## src/rtl/mem_req_ctrl_if.sv

```systemverilog
// mem_req_ctrl_if: request, response and mem_sync-facing signals of the
// memory request front-end, bundled so the controller and its environment
// see opposite directions of the same wires.
interface mem_req_ctrl_if #(
    parameter int AW = 8,
    parameter int DW = 16
);
    // Request port
    logic          req_valid;
    logic          req_ready;
    logic          req_we;
    logic [AW-1:0] req_addr;
    logic [DW-1:0] req_wdata;

    // Read response port
    logic          rsp_valid;
    logic          rsp_ready;
    logic [DW-1:0] rsp_data;
    logic [AW-1:0] rsp_addr;

    // mem_sync side
    logic [AW-1:0] mem_address;
    logic [DW-1:0] mem_wd;
    logic          mem_wen;
    logic [DW-1:0] mem_rd;

    // Controller view
    modport slave (
        input  req_valid, req_we, req_addr, req_wdata, rsp_ready, mem_rd,
        output req_ready, rsp_valid, rsp_data, rsp_addr,
               mem_address, mem_wd, mem_wen
    );

    // Requester / memory environment view
    modport master (
        output req_valid, req_we, req_addr, req_wdata, rsp_ready, mem_rd,
        input  req_ready, rsp_valid, rsp_data, rsp_addr,
               mem_address, mem_wd, mem_wen
    );
endinterface

```

## src/rtl/mem_req_ctrl.sv

```systemverilog
// mem_req_ctrl: buffers read/write requests in a small in-order FIFO and
// turns each one into a single mem_sync access. Writes pulse mem_wen for
// one cycle and produce no response; reads wait out the memory latency and
// return data plus address over a valid/ready response port.
module mem_req_ctrl #(
    parameter int AW         = 8,
    parameter int DW         = 16,
    parameter int FIFO_DEPTH = 4,
    parameter int RD_LAT     = 1
) (
    input  logic                        clk,
    input  logic                        rst,
    mem_req_ctrl_if.slave               bus,
    output logic                        busy,
    output logic [$clog2(FIFO_DEPTH):0] fifo_count
);
    localparam int PW = $clog2(FIFO_DEPTH);
    localparam int CW = PW + 1;
    localparam int LW = $clog2(RD_LAT + 1);

    typedef enum logic [1:0] {
        IDLE,
        WR,
        RD_WAIT,
        RSP
    } state_e;

    typedef struct packed {
        logic          we;
        logic [AW-1:0] addr;
        logic [DW-1:0] wdata;
    } req_t;

    // Request FIFO
    req_t          fifo_q [FIFO_DEPTH];
    logic [PW-1:0] wr_ptr_q, wr_ptr_d;
    logic [PW-1:0] rd_ptr_q, rd_ptr_d;
    logic [CW-1:0] count_q, count_d;

    // Sequencer state and registered outputs
    state_e        state_q, state_d;
    logic [LW-1:0] lat_cnt_q, lat_cnt_d;
    logic [AW-1:0] mem_address_q, mem_address_d;
    logic [DW-1:0] mem_wd_q, mem_wd_d;
    logic          mem_wen_q, mem_wen_d;
    logic          rsp_valid_q, rsp_valid_d;
    logic [DW-1:0] rsp_data_q, rsp_data_d;
    logic [AW-1:0] rsp_addr_q, rsp_addr_d;

    logic push;
    logic pop;
    req_t head;

    // Ready depends on the registered count only, so a same-cycle pop never
    // opens the port early.
    assign bus.req_ready = (count_q < CW'(FIFO_DEPTH));
    assign push          = bus.req_valid && bus.req_ready;
    assign pop           = (state_q == IDLE) && (count_q != '0);
    assign head          = fifo_q[rd_ptr_q];

    assign bus.mem_address = mem_address_q;
    assign bus.mem_wd      = mem_wd_q;
    assign bus.mem_wen     = mem_wen_q;
    assign bus.rsp_valid   = rsp_valid_q;
    assign bus.rsp_data    = rsp_data_q;
    assign bus.rsp_addr    = rsp_addr_q;
    assign fifo_count      = count_q;
    assign busy            = (state_q != IDLE) || (count_q != '0);

    // Next-state logic for the FIFO pointers/count and the access sequencer.
    always_comb begin
        // NOTE: every variable gets its hold value first, so no path through
        // the case statement can leave one unassigned and infer a latch.
        wr_ptr_d      = wr_ptr_q;
        rd_ptr_d      = rd_ptr_q;
        count_d       = count_q;
        state_d       = state_q;
        lat_cnt_d     = lat_cnt_q;
        mem_address_d = mem_address_q;
        mem_wd_d      = mem_wd_q;
        mem_wen_d     = mem_wen_q;
        rsp_valid_d   = rsp_valid_q;
        rsp_data_d    = rsp_data_q;
        rsp_addr_d    = rsp_addr_q;

        // Pointers wrap naturally because the depth is a power of two.
        if (push) wr_ptr_d = wr_ptr_q + PW'(1);
        if (pop)  rd_ptr_d = rd_ptr_q + PW'(1);

        case ({push, pop})
            2'b10:   count_d = count_q + CW'(1);
            2'b01:   count_d = count_q - CW'(1);
            default: count_d = count_q;
        endcase

        case (state_q)
            IDLE: begin
                mem_wen_d = 1'b0;
                if (pop) begin
                    mem_address_d = head.addr;
                    mem_wd_d      = head.wdata;
                    if (head.we) begin
                        mem_wen_d = 1'b1;
                        state_d   = WR;
                    end else begin
                        lat_cnt_d = LW'(RD_LAT);
                        state_d   = RD_WAIT;
                    end
                end
            end
            WR: begin
                // mem_sync commits the write on the edge that leaves WR.
                mem_wen_d = 1'b0;
                state_d   = IDLE;
            end
            RD_WAIT: begin
                if (lat_cnt_q != '0) begin
                    lat_cnt_d = lat_cnt_q - LW'(1);
                end else begin
                    rsp_data_d  = bus.mem_rd;
                    rsp_addr_d  = mem_address_q;
                    rsp_valid_d = 1'b1;
                    state_d     = RSP;
                end
            end
            RSP: begin
                // Response is held stable and no new pop happens until taken.
                if (bus.rsp_ready) begin
                    rsp_valid_d = 1'b0;
                    state_d     = IDLE;
                end
            end
            default: begin
                state_d = IDLE;
            end
        endcase
    end

    // State, pointer and output registers; reset drops mem_wen immediately.
    always_ff @(posedge clk or posedge rst) begin
        if (rst) begin
            wr_ptr_q      <= '0;
            rd_ptr_q      <= '0;
            count_q       <= '0;
            state_q       <= IDLE;
            lat_cnt_q     <= '0;
            mem_address_q <= '0;
            mem_wd_q      <= '0;
            mem_wen_q     <= 1'b0;
            rsp_valid_q   <= 1'b0;
            rsp_data_q    <= '0;
            rsp_addr_q    <= '0;
        end else begin
            // NOTE: non-blocking assignments so every register samples the
            // pre-edge values, independent of statement order.
            wr_ptr_q      <= wr_ptr_d;
            rd_ptr_q      <= rd_ptr_d;
            count_q       <= count_d;
            state_q       <= state_d;
            lat_cnt_q     <= lat_cnt_d;
            mem_address_q <= mem_address_d;
            mem_wd_q      <= mem_wd_d;
            mem_wen_q     <= mem_wen_d;
            rsp_valid_q   <= rsp_valid_d;
            rsp_data_q    <= rsp_data_d;
            rsp_addr_q    <= rsp_addr_d;
        end
    end

    // Request storage: capture an accepted request at the tail pointer.
    always_ff @(posedge clk or posedge rst) begin
        if (rst) begin
            // NOTE: the buffer is only a handful of entries, so it is cleared
            // on reset like every other register; a RAM-sized buffer would not be.
            for (int i = 0; i < FIFO_DEPTH; i++) fifo_q[i] <= '0;
        end else if (push) begin
            fifo_q[wr_ptr_q] <= {bus.req_we, bus.req_addr, bus.req_wdata};
        end
    end
endmodule
```

## src/flat_wrapper.sv

```systemverilog
// flat-port wrapper written by rule: the top's interface ports become plain ports
module mem_req_ctrl_flat 
#(
    parameter int AW         = 8,
    parameter int DW         = 16,
    parameter int FIFO_DEPTH = 4,
    parameter int RD_LAT     = 1
)
  (clk, rst, busy, fifo_count, bus_req_valid, bus_req_we, bus_req_addr, bus_req_wdata, bus_rsp_ready, bus_mem_rd, bus_req_ready, bus_rsp_valid, bus_rsp_data, bus_rsp_addr, bus_mem_address, bus_mem_wd, bus_mem_wen);
  mem_req_ctrl_if #(.AW(AW), .DW(DW)) bus_i ();
  input  logic clk;
  input  logic rst;
  output logic busy;
  output logic [$clog2(FIFO_DEPTH):0] fifo_count;
  input wire logic [$bits(bus_i.req_valid)-1:0] bus_req_valid;
  input wire logic [$bits(bus_i.req_we)-1:0] bus_req_we;
  input wire logic [$bits(bus_i.req_addr)-1:0] bus_req_addr;
  input wire logic [$bits(bus_i.req_wdata)-1:0] bus_req_wdata;
  input wire logic [$bits(bus_i.rsp_ready)-1:0] bus_rsp_ready;
  input wire logic [$bits(bus_i.mem_rd)-1:0] bus_mem_rd;
  output wire logic [$bits(bus_i.req_ready)-1:0] bus_req_ready;
  output wire logic [$bits(bus_i.rsp_valid)-1:0] bus_rsp_valid;
  output wire logic [$bits(bus_i.rsp_data)-1:0] bus_rsp_data;
  output wire logic [$bits(bus_i.rsp_addr)-1:0] bus_rsp_addr;
  output wire logic [$bits(bus_i.mem_address)-1:0] bus_mem_address;
  output wire logic [$bits(bus_i.mem_wd)-1:0] bus_mem_wd;
  output wire logic [$bits(bus_i.mem_wen)-1:0] bus_mem_wen;
  assign bus_i.req_valid = bus_req_valid;
  assign bus_i.req_we = bus_req_we;
  assign bus_i.req_addr = bus_req_addr;
  assign bus_i.req_wdata = bus_req_wdata;
  assign bus_i.rsp_ready = bus_rsp_ready;
  assign bus_i.mem_rd = bus_mem_rd;
  assign bus_req_ready = bus_i.req_ready;
  assign bus_rsp_valid = bus_i.rsp_valid;
  assign bus_rsp_data = bus_i.rsp_data;
  assign bus_rsp_addr = bus_i.rsp_addr;
  assign bus_mem_address = bus_i.mem_address;
  assign bus_mem_wd = bus_i.mem_wd;
  assign bus_mem_wen = bus_i.mem_wen;
  mem_req_ctrl #(.AW(AW), .DW(DW), .FIFO_DEPTH(FIFO_DEPTH), .RD_LAT(RD_LAT)) u_core (.clk(clk), .rst(rst), .bus(bus_i), .busy(busy), .fifo_count(fifo_count));
endmodule
```

## config.mk

```make
export PLATFORM = sky130hd
export DESIGN_NAME = mem_req_ctrl_flat
export DESIGN_NICKNAME = d
export VERILOG_FILES = /design/src/rtl/mem_req_ctrl_if.sv /design/src/rtl/mem_req_ctrl.sv /design/src/flat_wrapper.sv
export SDC_FILE = /design/constraint.sdc
export NUM_CORES = 1
export LEC_CHECK = 0
export CELL_PAD_IN_SITES_DETAIL_PLACEMENT = 0
export CELL_PAD_IN_SITES_GLOBAL_PLACEMENT = 1
export CORE_ASPECT_RATIO = 0.8
export CORE_MARGIN = 3
export CORE_UTILIZATION = 40
export DETAILED_ROUTE_END_ITERATION = 10
export PLACE_DENSITY_LB_ADDON = 0.1
export SYNTH_ARGS = -nofsm -noshare
export SYNTH_HDL_FRONTEND = slang
export SYNTH_SLANG_ARGS = --single-unit
```

## constraint.sdc

```tcl
create_clock -name clk -period 7.5 [get_ports clk]
set_input_delay 1.875 -clock clk [delete_from_list [all_inputs] [get_ports clk]]
set_output_delay 1.875 -clock clk [all_outputs]
set_load 0.1 [all_outputs]
```

Yosys cells after proc, flatten, opt, wreduce, memory -nomap -nowiden
Index checks and enable logic that the tools add are counted. Widths: inputs -> output; s select.

Output and inout port bits: 55. Logic and storage cells: 82. Bits of input ports: 45. Flip-flop bits (word level): 160.

Magnitude comparators: 4. Multiplexer cells: 22. Reductions and logical operators: 16. Add/sub/neg operators: 5. Bitwise logic cells: 3. Equal/unequal tests: 9.

Operator list (number): $bwmux 100 (1); $mux 25 (3); $bmux 25 s2 (1); $demux 25 s2 (1); $reduce_bool 2->1 (5); $reduce_and 3->1 (3); $mux 2 (4); $pmux 2 s4 (1); $mux 1 (7); $eq 2x2->1 const B (3); $ge 3x3->1 const B (2); $ne 2x2->1 const B (3); $not 2->3 (2); $pmux 1 s2 (3); $pmux 3 s2 (1); $add 2x1->2 const B (2); $eq 2x1->1 const B (2); $reduce_and 2->1 (2); $add 3x1->3 const B (1); $logic_and 1x1->1 (3); $lt 3x1->1 const B (1); $lt 3x3->1 const B (1); $reduce_bool 3->1 (1); $sub 3x1->3 const B (1); other kinds (5) (5).

Depth between registers and ports, before layout
Gate-level depths: netlist of the first run.

Depth in word-level cells: 7. Mapped depth: 11.

Least setup slack after synthesis of the first run
OpenSTA, ideal clock, no wires.

Kind: reg-to-output. Start: register u_core.count_q[0], in the netlist u_core.fifo_count[0]. End: output busy. Stages on the path, launching flop included: 3. Setup slack: 3838 ps. Path buffers: 0. Arrival: 1787 ps. Path through: dfrtp_1 nor3_1 nand2_1.

Word-level cells in the longest chain between the ends: 2.

RTL lines: start, declared (RTL line mem_req_ctrl.sv:38) `logic [CW-1:0] count_q, count_d;`; start signal, assigned (RTL line mem_req_ctrl.sv:158) `count_q <= count_d;`; $reduce_bool 3->1 (RTL line mem_req_ctrl.sv:68) `assign busy = (state_q != IDLE) || (count_q != '0);`; $logic_or 1x1->1 (RTL line mem_req_ctrl.sv:68); end, declared (RTL line flat_wrapper.sv:13) `output logic busy;`.

No other way between the ends.

Final worst setup path of the first run
Start: register u_core.state_q[1]. End: output busy.

Word-level cells in the longest chain between the ends: 2.

RTL lines: start, declared (RTL line mem_req_ctrl.sv:41) `state_e state_q, state_d;`; start signal, assigned (RTL line mem_req_ctrl.sv:159) `state_q <= state_d;`; $reduce_bool 2->1 (RTL line mem_req_ctrl.sv:68); $logic_or 1x1->1 (RTL line mem_req_ctrl.sv:68).

No other way between the ends.

==> results.md, run 1 <==
* Status: complete, no violations
* N_diodes at 0
* Total number of vias at between 3000 and 4000
* Global-route wire length before repair at around 22000 um
* Row count at between 40 and 50
* Final Max Tran Viols at 0
* Die width at between 150 and 200 um
* Tmin final at between 4 and 5 ns
* Initial antenna violation count at 0
* Max-cap violations at 0
* Unrepaired setup endpoints after global routing: no
* Cell Area, Synth at 6730 um^2
* Critical path origin: u_core.state_q[1]
* Core area at between 15000 and 20000 um^2
* Inserted Clock Buffers at 17
* Hold-fix buffers at CTS at 0
* Clock-pin slew on the worst setup and hold paths at 0.06 ns
* Antenna Violating Nets Remaining at 0
* Largest net degree at the start of global routing at 118
* Clk Latency, worst-skew pair at roughly 0.42 ns
* DR DRC count at 0
* Startpoint Class: flop
* Total wire length at approximately 13000 um
* Nets@finish at 557
* Multi-input logic area at 2550 um^2
* Endpoints failing setup at 0
* Commonest non-fill, non-tap cell in the layout: dfrtp_1
* Critical path data required time at 5.62 ns
* Relative slew slack at between 30% and 40%
* Pre-antenna DRT Iters at 4
* Die H at roughly 120 um
* Root Driver: clkbuf_16
* Vias per inst at slightly above 5
* CTS tree: done
* Starting Density at between 40% and 50%
* Setup Buffers After CTS at 0
* CP arrival at 2.24 ns
* Most frequent cells in the layout: 159 x dfrtp_1, 143 x mux2_2, 99 x clkdlybuf4s50_1
* Worst Path Max Fanout at 8
* Overflow left after global routing at 0
* Vias in the first global route at ~4000
* Setup crit end kind: primary output
* P&R area growth vs syn at 26.6%
* I/O Buffers at around 100
* Hold Violations, Final at 0
* Placer Congestion at just under 0.7
* Fraction of layout cells with a size suffix above 1 at around two fifths
* HP Class: reg -> reg
* Setup_tns at 0 ns
* Mean area per synthesized cell at 16.6 um^2
* Fill count at around 1400
* Drt wl/cell at roughly 18 um
* Seq/Total Area, Yosys at around 60%
* Synth unique cells at 29
* Yosys warns at 0
* Slew @ Worst Pin at between 1 and 1.5 ns
* R2R Path Start: u_core.fifo_count[0]
* Final period util at between 50% and 60%
* GRT Overall Usage at between 15 and 20%
* Synth Net Count at about 460
* Seq cells post-synth at 160
* DRT iter0 DRCs at 200
* Hold path start: u_core.bus.rsp_data[14]
* Cts repair resizes at 0
* H-tree levels at 4
* Clk buf depth at 2
* # IOs at 100
* Clk_skew at about 0.007 ns
* Mapped Cells at between 400 and 500
* Die area at approximately 18000 um^2
* Clock sink count at 160
* Crit path kind: reg -> out
* Fmax achieved at approximately 0.24 GHz
* Storage element area at roughly 4000 um^2
* Final HPWL DP at about 8400 um
==> Yosys cell counts <==
cell / n / area share, %
fa_1: 1 / 0.30
a21o_1: 1 / 0.11
nand2_2: 5 / 0.47
a2bb2oi_1: 1 / 0.13
ha_1: 5 / 0.93
dfrtp_1: 160 / 60
nor2_2: 1 / 0.093
clkbuf_2: 1 / 0.074
mux4_1: 6 / 2.3
or3_1: 1 / 0.093
o211ai_1: 1 / 0.11
a21oi_1: 1 / 0.074
and3_1: 1 / 0.093
buf_6: 5 / 0.84
buf_2: 13 / 0.97
o21ai_0: 2 / 0.15
mux2_1: 5 / 0.84
nor2_1: 1 / 0.056
mux2_2: 143 / 24
inv_1: 11 / 0.61
nand2_1: 8 / 0.45
mux4_2: 19 / 6.4
nand3_1: 2 / 0.15
xor2_1: 1 / 0.13
mux2i_1: 1 / 0.15
nor3_1: 2 / 0.15
nor2b_1: 1 / 0.093
clkbuf_1: 2 / 0.11
xnor2_1: 5 / 0.65
==> metal layers <==
| layer | GRT usage [%] | part of all wire (%) | routed length, um | vias to the layer above |
|---|---|---|---|---|
| li1 | - | - | - | 1675 |
| met5 | 0 | 0 | 0 | - |
| met2 | 24.6 | 48 | 6400 | 59 |
| met1 | 21.4 | 48 | 6360 | 1974 |
| met4 | 5.10 | 0.83 | 111 | 0 |
| met3 | 4.02 | 3.3 | 435 | 9 |
==> state kept, by name, indices dropped and copies added (netlist names) <==
name / cells
u_core.bus.mem_wen: 1
u_core.bus.rsp_addr: 8
u_core.fifo_count: 3
u_core.fifo_q: 100
u_core.lat_cnt_q: 1
u_core.wr_ptr_q: 2
u_core.bus.rsp_valid: 1
u_core.rd_ptr_q: 2
u_core.bus.mem_address: 8
u_core.bus.mem_wd: 16
u_core.state_q: 2
u_core.bus.rsp_data: 16
==> path summary, 6_finish.rpt <==
path / end / slack [ns] / depth (start not counted)
min in group asynchronous: u_core.bus.rsp_data[5] / 2.08 / 2
worst max-delay path: busy / 3.39 / 3
worst min register to register: u_core.bus.rsp_data[14] / 0.49 / 1
worst min-delay path: u_core.bus.rsp_data[14] / 0.49 / 1
worst max register to register: u_core.fifo_count[1] / 5.04 / 7
max in group asynchronous: u_core.bus.rsp_data[1] / 4.24 / 3
==> stage by stage <==
step,instance area [um^2],hold WS (ns),worst slack (ns),instances,util (%)
2_1_floorplan,6730,0.470,1.31,406,-
3_3_place_gp,7880,0.474,3.39,702,48.9
3_5_place_dp,7880,0.478,3.36,702,48.9
4_1_cts,8520,0.492,3.36,734,52.9
5_1_grt,8520,0.513,3.28,734,52.9
6_report,8520,0.488,3.39,734,52.9
==> critical path, cell delays in order (launching register included) <==
cell and delay [ns]:
dfrtp_1 0.47, nor2_2 0.10, nand2_1 0.10, clkdlybuf4s50_1 1.14
==> area by class of cell <==
class,count,area share [%]
inverters,11,0.544
clock buffers,21,5.29
clock inverters,11,2.19
repair buffers,102,11.9
well taps,215,3.16
flip-flops and latches,160,47.0
multi-input cells,214,29.9
==> cells by family after synthesis <==
kind of cell / after synthesis / synth area share [%]
adders and majority gates: 6 / 1.23
buffers and inverters: 32 / 2.60
DFF: 160 / 59.5
and+or+nand+nor: 22 / 1.64
muxes: 174 / 33.6
xor gates and xnor gates: 6 / 0.781
AOI/OAI and AO/OA: 6 / 0.577
Power of run 1 is left out: the tool's default activity adds up to more than one toggle a clock period on the data nets, which glitch-free logic cannot reach.
==> run 2, diff against run 1 <==
==> constraint.sdc (replaced) <==
create_clock -name clk -period 4.27 [get_ports clk]
set_input_delay 1.0675 -clock clk [delete_from_list [all_inputs] [get_ports clk]]
set_output_delay 1.0675 -clock clk [all_outputs]
set_load 0.1 [all_outputs]
==> results.md, run 2 (synthesis gave the netlist of run 1 again) <==
* DR DRC count at 0
* Starting Density at between 40% and 50%
* Die area at 18400 um^2
* Die H at between 100 and 150 um
* Overflow left after global routing at 0
* Core area at between 15000 and 20000 um^2
* Startpoint Class: flop
* R2r worst-path depth at 9
* Worst R2R End: u_core.fifo_count[2]
* I/O Buffers at between 90 and 100
* Critical path data required time at between 3 and 4 ns
* Root Driver: clkbuf_16
* Setup Buffers After CTS at 0
* Final period util at 77.6%
* Fmax achieved at 0.302 GHz
* Vias in the first global route at approximately 4000
* H-tree levels at 4
* Hold Worst Slack at roughly 0.48 ns
* Nets@finish at between 500 and 600
* Row count at 41
* Slew @ Worst Pin at 0.990 ns
* R2R Path Start: u_core.fifo_count[0]
* Crit path kind: reg -> out
* DRT iter0 DRCs at 134
* Final HPWL DP at ~8100 um
* Unrepaired setup endpoints after global routing: no
* Max-cap violations at 0
* Clk_skew at between 0.005 and 0.006 ns
* Biggest register: u_core.fifo_q
* CTS tree: done
* Clock sink count at 160
* Inserted Clock Buffers at 17
* Die width at between 150 and 200 um
* Total wire length at around 13000 um
* Cts repair resizes at 0
* # IOs at 100
* Worst Path Max Fanout at 5
* CP endpoint: busy
* Largest register FFs at 100
* Fraction of layout cells with a size suffix above 1 at 39.4%
* Most frequent cells in the layout: 159 x dfrtp_1, 143 x mux2_2, 99 x clkdlybuf4s50_1
* Clk Latency, worst-skew pair at ~0.42 ns
* Drt wl/cell at ~18 um
* Final Max Tran Viols at 0
* Hold Violations, Final at 0
* CP arrival at roughly 2.2 ns
* Setup_tns at 0 ns
* Relative slew slack at about a third
* Antenna Violating Nets Remaining at 0
* Vias per inst at 4.99
* Placer Congestion at between 0.6 and 0.7
* Global-route wire length before repair at 21700 um
* Setup crit end kind: primary output
* Reg2reg setup slack at 1.80 ns
* Tmin final at ~3.3 ns
* Critical path origin: u_core.fifo_count[0]
* GRT Overall Usage at 15.5%
* Clk buf depth at 2
* Commonest non-fill, non-tap cell in the layout: dfrtp_1
* Status: complete, no violations
* Clock-pin slew on the worst setup and hold paths at 0.06 ns
* P&R area growth vs syn at 25.6%
* Total number of vias at ~3700
* Fill count at approximately 1400
* Hold-fix buffers at CTS at 0
* Initial antenna violation count at 0
* HP Class: reg -> reg
* N_diodes at 0
* Endpoints failing setup at 0
* Largest net degree at the start of global routing at 99
* Pre-antenna DRT Iters at 6
-- run 2: cell count changes in the layout (fill, tap and decap cells not counted), sizes merged --
cell      change
buf           +1
inv           -1
clkinvlp      +2
clkinv        +4
clkbuf        -1
bufinv        -4
-- run 2: critical path: stages (launching register included) --
cell and delay (ns):
dfrtp_1 0.43, nor3_1 0.29, nand2_1 0.12, clkdlybuf4s50_1 0.99
-- run 2: layout make-up --
cell class	instances	area, um^2	area share (%)
clock inverters	12	93.8	1.11
flip-flops and latches	160	4010	47.4
inverters	11	45.0	0.533
repair buffers	103	1030	12.2
clock buffers	20	457	5.41
well taps	215	269	3.18
multi-input cells	214	2550	30.1
-- run 2: metal layers --
layer	vias to the layer above	part of all wire [%]	GRT usage, %
li1	1678	-	-
met1	1919	46	20.9
met2	57	49	24.4
met3	10	3.7	4.69
met4	0	0.87	4.25
met5	-	0	0
-- run 2: worst min path at each step --
stage	cells past startpoint	to	slack [ns]	startpoint
detailed placement	2	u_core.bus.mem_wen	0.47	u_core.bus.mem_wen
finish	2	u_core.bus.mem_wen	0.48	u_core.bus.mem_wen
floorplan	1	u_core.fifo_q[63]	0.47	u_core.fifo_q[63]
CTS	2	u_core.bus.mem_wen	0.48	u_core.bus.mem_wen
global route	1	u_core.fifo_q[31]	0.51	u_core.fifo_q[31]
global placement	1	u_core.bus.rsp_data[13]	0.47	u_core.bus.rsp_data[13]
-- run 2: metrics by stage --
| step | cell area (um^2) | utilization (%) | std cells | setup slack (ns) |
|---|---|---|---|---|
| global placement | 7900 | 49.0 | 703 | 0.965 |
| global route | 8450 | 52.5 | 735 | 0.868 |
| floorplan | 6730 | - | 406 | 1.17 |
| finish | 8450 | 52.5 | 735 | 0.959 |
| detailed placement | 7900 | 49.0 | 703 | 0.915 |
| CTS | 8450 | 52.5 | 735 | 0.926 |
Power of run 2 is left out for the same reason.
